**src/rtl/fetch_unit_pkg.sv**
```systemverilog
// Shared processor definitions: fetch FSM encoding, default widths and the
// sequential PC increment used by both the fetch unit and the branch jumper.
package fetch_unit_pkg;

    localparam int WORDSIZE_DEF         = 64;
    localparam int INSTRUCTION_SIZE_DEF = 32;

    localparam logic [1:0] ST_IDLE = 2'd0;
    localparam logic [1:0] ST_REQ  = 2'd1;
    localparam logic [1:0] ST_WAIT = 2'd2;
    localparam logic [1:0] ST_HOLD = 2'd3;

    typedef enum logic [1:0] {
        IDLE = ST_IDLE,
        REQ  = ST_REQ,
        WAIT = ST_WAIT,
        HOLD = ST_HOLD
    } fetch_state_t;

    // One word forward: the next sequential instruction.
    localparam int DEFAULT_INC = 1;

endpackage

```
**src/rtl/fetch_unit_pc_next.sv**
```systemverilog
// Next-PC selection: absolute redirect target, else current PC plus the
// signed jumper increment with natural two's-complement wrap.
module fetch_unit_pc_next
    import fetch_unit_pkg::*;
#(
    parameter int WORDSIZE = WORDSIZE_DEF
) (
    input  logic [WORDSIZE-1:0] pc,
    input  logic [WORDSIZE-1:0] inc,
    input  logic                redirect_valid,
    input  logic [WORDSIZE-1:0] redirect_pc,
    output logic [WORDSIZE-1:0] next_pc
);

    assign next_pc = redirect_valid ? redirect_pc : (pc + inc);

endmodule

```
**src/rtl/fetch_unit.sv**
```systemverilog
// Instruction-fetch front end: holds the PC, runs the imem req/gnt/rvalid
// handshake and presents each fetched word until the datapath acknowledges it.
//
// state | meaning
// IDLE  | stopped, waiting for enable
// REQ   | imem_req high at pc, waiting for grant
// WAIT  | granted, waiting for response data
// HOLD  | instruction valid, waiting for instr_ack
module fetch_unit
    import fetch_unit_pkg::*;
#(
    parameter int                  WORDSIZE         = WORDSIZE_DEF,
    parameter int                  INSTRUCTION_SIZE = INSTRUCTION_SIZE_DEF,
    parameter logic [WORDSIZE-1:0] RESET_PC         = '0
) (
    input  logic                        clk,
    input  logic                        reset,
    input  logic                        enable,
    input  logic [WORDSIZE-1:0]         inc,
    input  logic                        redirect_valid,
    input  logic [WORDSIZE-1:0]         redirect_pc,
    output logic                        imem_req,
    output logic [WORDSIZE-1:0]         imem_addr,
    input  logic                        imem_gnt,
    input  logic                        imem_rvalid,
    input  logic [INSTRUCTION_SIZE-1:0] imem_rdata,
    output logic [INSTRUCTION_SIZE-1:0] instruction,
    output logic                        instr_valid,
    input  logic                        instr_ack,
    output logic [WORDSIZE-1:0]         pc,
    output logic                        busy
);

    fetch_state_t                  state_q;
    fetch_state_t                  state_d;
    logic [WORDSIZE-1:0]           pc_q;
    logic [WORDSIZE-1:0]           next_pc;
    logic [INSTRUCTION_SIZE-1:0]   instr_q;

    fetch_unit_pc_next #(
        .WORDSIZE(WORDSIZE)
    ) u_pc_next (
        .pc             (pc_q),
        .inc            (inc),
        .redirect_valid (redirect_valid),
        .redirect_pc    (redirect_pc),
        .next_pc        (next_pc)
    );

    always_ff @(posedge clk or posedge reset) begin
        if (reset) begin
            state_q <= IDLE;
        end else begin
            state_q <= state_d;
        end
    end

    always_comb begin
        state_d = state_q;
        case (state_q)
            IDLE: if (enable)      state_d = REQ;
            REQ:  if (imem_gnt)    state_d = WAIT;
            WAIT: if (imem_rvalid) state_d = HOLD;
            HOLD: if (instr_ack)   state_d = enable ? REQ : IDLE;
            default:               state_d = IDLE;
        endcase
    end

    always_ff @(posedge clk or posedge reset) begin
        if (reset) begin
            pc_q <= RESET_PC;
        end else if (state_q == HOLD && instr_ack) begin
            pc_q <= next_pc;
        end
    end

    // Responses are only accepted in WAIT, so a late rvalid from an
    // aborted fetch never reaches the instruction register.
    always_ff @(posedge clk or posedge reset) begin
        if (reset) begin
            instr_q <= '0;
        end else if (state_q == WAIT && imem_rvalid) begin
            instr_q <= imem_rdata;
        end
    end

    assign imem_req    = (state_q == REQ);
    assign imem_addr   = pc_q;
    assign pc          = pc_q;
    assign instruction = instr_q;
    assign instr_valid = (state_q == HOLD);
    assign busy        = (state_q != IDLE);

endmodule

```
**config.mk**
```make
export PLATFORM = sky130hd
export DESIGN_NAME = fetch_unit
export DESIGN_NICKNAME = d
export VERILOG_FILES = /design/src/rtl/fetch_unit_pkg.sv /design/src/rtl/fetch_unit_pc_next.sv /design/src/rtl/fetch_unit.sv
export SDC_FILE = /design/constraint.sdc
export NUM_CORES = 1
export LEC_CHECK = 0
export ABC_AREA = 1
export CORE_MARGIN = 8
export CORE_UTILIZATION = 44
export CTS_CLUSTER_SIZE = 25
export DETAILED_ROUTE_END_ITERATION = 10
export PLACE_DENSITY = 0.9
export SETUP_SLACK_MARGIN = 0.15
export SYNTH_ARGS = -nofsm -noshare
export SYNTH_HDL_FRONTEND = slang
export SYNTH_SLANG_ARGS = --single-unit
```
**constraint.sdc**
```tcl
create_clock -name clk -period 3.62 [get_ports clk]
set_input_delay 1.086 -clock clk [delete_from_list [all_inputs] [get_ports clk]]
set_output_delay 1.086 -clock clk [all_outputs]
set_load 0.02 [all_outputs]
```
Word-level counts from Yosys, hierarchy flattened
Cells that the tools add are included.
Operators by class
  add/sub/neg operators: 1
  eq/ne operators: 7
  multiplexer cells: 7
  reductions and logical operators: 5
Operators by type and width (count)
  adder 64 bit: 1
  two-way mux 64 bit: 1
  two-way mux 2 bit: 4
  one-hot mux 2 bit (4 select lines): 1
  equality test 2 bit, second input constant: 2
  inequality test 2 x 1 -> 1 bit, second input constant: 2
  inequality test 2 bit, second input constant: 2
  AND reduction 4 bit: 1
  equality test 2 x 1 -> 1 bit, second input constant: 1
  logical AND 1 bit: 2
  zero test 2 bit: 1
  nonzero test 2 bit: 1
  two-way mux 1 bit: 1
Word-level totals
  register bits: 98

Depth between registers and ports, before layout
  depth in word-level cells: 3
  depth in mapped cells: 16
  gate-level depth less buffers: 16

Hierarchy
A second synthesis with hierarchy kept.
Second synthesis, totals
  cells, all modules: 1943
  area total of the unflattened synthesis: 11078.1 µm²
By module, submodules not included
  fetch_unit_pc_next: times used 1, cells each 1431, area each 6560.0 µm², seq. area each 0.0 µm²
  fetch_unit: times used 1, cells each 512, area each 4518.1 µm², seq. area each 2452.4 µm²

Worst setup path before layout
Ideal clock, no wire load.
  path kind: input port to flip-flop
  start point: in inc[0]
  end point: reg pc_q[60] (netlist: imem_addr[60])
  setup time: 0.116 ns
  arrival: 2.617 ns
  data required time: 3.504 ns
  setup slack: 0.887 ns
  stages: 16
  path buffers: 0
  path through: ha_1 fa_1 nand3_1 nand3_2 nand2_1 nand2_2 nand2_1 nand2_1 nand2_1 nand2_2 nand2_1 nand2_1 nand2_1 nand3_1 nand2_1 nand2_1
On the way
  cells in the longest elaborated chain, start to end: 2
Ends and longest elaborated chain
  start: declaration: line fetch_unit.sv:19  | input logic [WORDSIZE-1:0] inc,
  adder 64 bit: line fetch_unit_pc_next.sv:15  | assign next_pc = redirect_valid ? redirect_pc : (pc + inc);
  two-way mux 64 bit: line fetch_unit_pc_next.sv:15
  end signal: assignment: line fetch_unit.sv:73  | pc_q <= next_pc;
  end: declaration: line fetch_unit.sv:36  | logic [WORDSIZE-1:0] pc_q;
No other way between the ends.
A chain may end at the register's enable or synchronous reset.

Worst setup path after layout
Ends and elaborated chain as after synthesis.

==> flow_metrics.env <==
export IMPL_gr_total_overflow=0
export IMPL_dp_slack_ns=0.0709
export IMPL_slew_headroom_pct=42.3
export IMPL_route_vias_total=11700
export IMPL_finalHoldViolations=0
export IMPL_intPower_mw=5.66
export IMPL_finClkSkew_ns=0.0143
export IMPL_ios=330
export IMPL_hold_buffers=0
export IMPL_syn_area_per_cell_um2=5.87
export IMPL_grt_max_degree=97
export IMPL_cts_sinks=98
export IMPL_cp_arrival_ns=3.46
export IMPL_cts_setup_buffers=0
export IMPL_final_cell_mix="713 x nand2_1, 329 x inv_1, 329 x clkdlybuf4s50_1, 198 x nor2_1, 98 x dfrtp_1"
export IMPL_timing_final_crit_share_pct=88.3
export IMPL_route_met3_wl_um=2690
export IMPL_p_total_mw=12.1
export IMPL_switching_share_pct=53.2
export IMPL_final_antenna_net_count=0
export IMPL_setup_slack_ns=0.423
export IMPL_syn_instance_count=1820
export IMPL_crit_fanout=4
export IMPL_r2r_start="imem_addr[0]"
export IMPL_syn_to_final_growth_pct=33.4
export IMPL_max_freq_mhz=313
export IMPL_pwr_share_seq_pct=18.2
export IMPL_synth_fp_nets=2056
export IMPL_fillers=2334
export IMPL_dp_cells=2396
export IMPL_htreeDepth=3
export IMPL_synth_largest_area_cell="nand2_1"
export IMPL_clockBufferDepth=2
export IMPL_worst_setup_path_end_kind="flip-flop"
export IMPL_worstPathRequired_ns=3.88
export IMPL_power_switching_mw=6.44
export IMPL_yosys_warnings=0
export IMPL_synthTopCellsByArea="nand2_1 25%, dfrtp_1 23%, inv_1 12%"
export IMPL_ys_ff_latch=98
export IMPL_die_x_um=172
export IMPL_power_density_nw_per_um2=850
export IMPL_fin_setup_tns_ns=0
export IMPL_holdCritStartpoint="instruction[23]"
export IMPL_n_antenna_cell=0
export IMPL_drtPass1Iterations=7
export IMPL_pwr_share_comb_pct=73.1
export IMPL_syn_area_um2=10700
export IMPL_grt_use_total_pct=27.1
export IMPL_post_dp_cell_area_um2=13900
export IMPL_min_period_ns=3.20
export IMPL_dieArea_um2=29500
export IMPL_seqCellArea_um2=2450
export IMPL_stdcell_count=2412
export IMPL_cts_repair_resized=0
export IMPL_ir_worst_vdd_mv=0.408
export IMPL_p_leak_nw=7.81
export IMPL_place_hpwl_um=34300
export IMPL_drt_met1_wl_um=16100
export IMPL_num_rows=57
export IMPL_finish_net_count=2319
export IMPL_hold_class="flip-flop to flip-flop"
export IMPL_drv_cap=0
export IMPL_outcome="completed"
export IMPL_wl_per_cell_um=17.0
export IMPL_cts_root_buf="clkbuf_16"
export IMPL_tritoncts="built"
export IMPL_drt_iter0_drc=797
export IMPL_initial_core_util_pct=44.3
export IMPL_mostFrequentLayoutCell="nand2_1"
export IMPL_grt_pass1_wl_um=62000
export IMPL_worstSetupStartpoint="inc[0]"
export IMPL_critPathKind="input port to flip-flop"
export IMPL_multi_input_area_um2=6340
export IMPL_dieHeight_um=172
export IMPL_yosys_area_top_type_share_pct=25.1
export IMPL_core_region_area_um2=24100
export IMPL_synth_seq_area_share_pct=23.0
export IMPL_antenna_found_initial=0
export IMPL_setup_violations=0
export IMPL_globalplace_congestion=1.01
export IMPL_clkTransAtPathRegs_ns=0.08
export IMPL_clk_latency_ns=0.37
export IMPL_worst_slew_pin_slew_ns=0.864
export IMPL_maxSlewViolCount=0
export IMPL_rsz0062_at_grt="false"
export IMPL_wl_um=41000
export IMPL_synth_distinct_cells=35
export IMPL_vias_per_cell=4.87
export IMPL_finish_instance_area_um2=14200
export IMPL_io_buffers=329
export IMPL_final_layout_size_suffix_gt1_share_pct=5.41
export IMPL_cts_made_buffers=9
export IMPL_drc=0
export IMPL_grt_pass1_vias=11600
export IMPL_start_kind="input port"
export IMPL_highest_layer="met4"
export IMPL_pwr_share_clk_pct=8.7
export IMPL_wl_met2_um=20900
## cell usage after synthesis (all sizes together)
| cell type | number |
|---|---|
| nand2 | 733 |
| inv | 333 |
| nor2 | 206 |
| dfrtp | 98 |
| buf | 72 |
| nand3 | 71 |
| ha | 68 |
| o21ai | 59 |
| a21oi | 53 |
| mux2 | 32 |
| clkbuf | 21 |
| xor2 | 17 |
| nor3 | 12 |
| xnor2 | 12 |
| nand4 | 10 |
| o211ai | 6 |
| o21a | 6 |
| clkinv | 3 |
| nor4 | 3 |
| a221oi | 1 |
| dlygate4sd1 | 1 |
| fa | 1 |
| o21bai | 1 |
| o22ai | 1 |
## metrics by stage
stage          hold WS, ns  util, %
4_1_cts              0.512     59.1
3_3_place_gp         0.486     57.8
2_1_floorplan        0.603        -
6_report             0.511     59.1
3_5_place_dp         0.492     57.8
5_1_grt              0.516     59.1
## power by group through the flow
stage	combinational, mW	clock (mW)	sequential [mW]
floorplan	5.14	0	2.69
detailed placement	8.83	0	2.21
finish	8.84	1.05	2.21
global placement	8.69	0	2.18
global route	9.66	1.12	2.28
CTS	8.86	1.07	2.20
## critical path, stage by stage
cell	delay (ns)
clkdlybuf4s50_1	0.40
ha_1	0.24
fa_1	0.45
nand3_1	0.13
nand3_2	0.11
nand2_1	0.09
nand2_2	0.07
nand2_1	0.06
nand2_1	0.08
nand2_1	0.09
nand2_2	0.15
nand2_1	0.12
nand2_1	0.07
nand2_1	0.07
nand3_1	0.09
nand2_1	0.08
nand2_1	0.04
## sequential cells by signal, summed over array words and instances, names as in the netlist
signal / flops
state_q: 2
imem_addr: 64
instruction: 32
## area by class of cell
cell class              count  area share (%)
multi-input cells        1292            44.5
clock buffers               9            1.58
inverters                 336            8.88
well taps                 324            2.85
clock inverters             7           0.571
flip-flops and latches     98            17.2
repair buffers            346            24.4
## kinds of logic (layout without fill, tap and decap cells)
kind of cell / Yosys count / count (layout) / synth area share (%)
buffers and inverters: 430 / 698 / 17.7
AO/OA/AOI/OAI: 127 / 127 / 6.30
multiplexers: 32 / 32 / 3.38
XOR/XNOR: 29 / 29 / 2.38
AND/OR/NAND/NOR: 1035 / 1035 / 39.1
flip-flops: 98 / 98 / 23.0
adder cells (fa/ha/maj): 69 / 69 / 8.16
## final timing paths
path	end	slack [ns]	cells after the start
min	instruction[23]	0.51	1
max in group asynchronous	imem_addr[36]	1.74	3
min reg2reg	instruction[23]	0.51	1
min in group asynchronous	imem_addr[29]	1.22	2
max	imem_addr[60]	0.42	17
max reg2reg	imem_addr[60]	1.15	16
## metal layers
| metal | global-route usage, % | up-vias |
|---|---|---|
| li1 | - | 5944 |
| met1 | 31.0 | 5279 |
| met2 | 50.3 | 450 |
| met3 | 4.27 | 70 |
| met4 | 9.03 | 0 |
| met5 | 0 | - |
No activity file was read; power rests on OpenSTA's default activity.
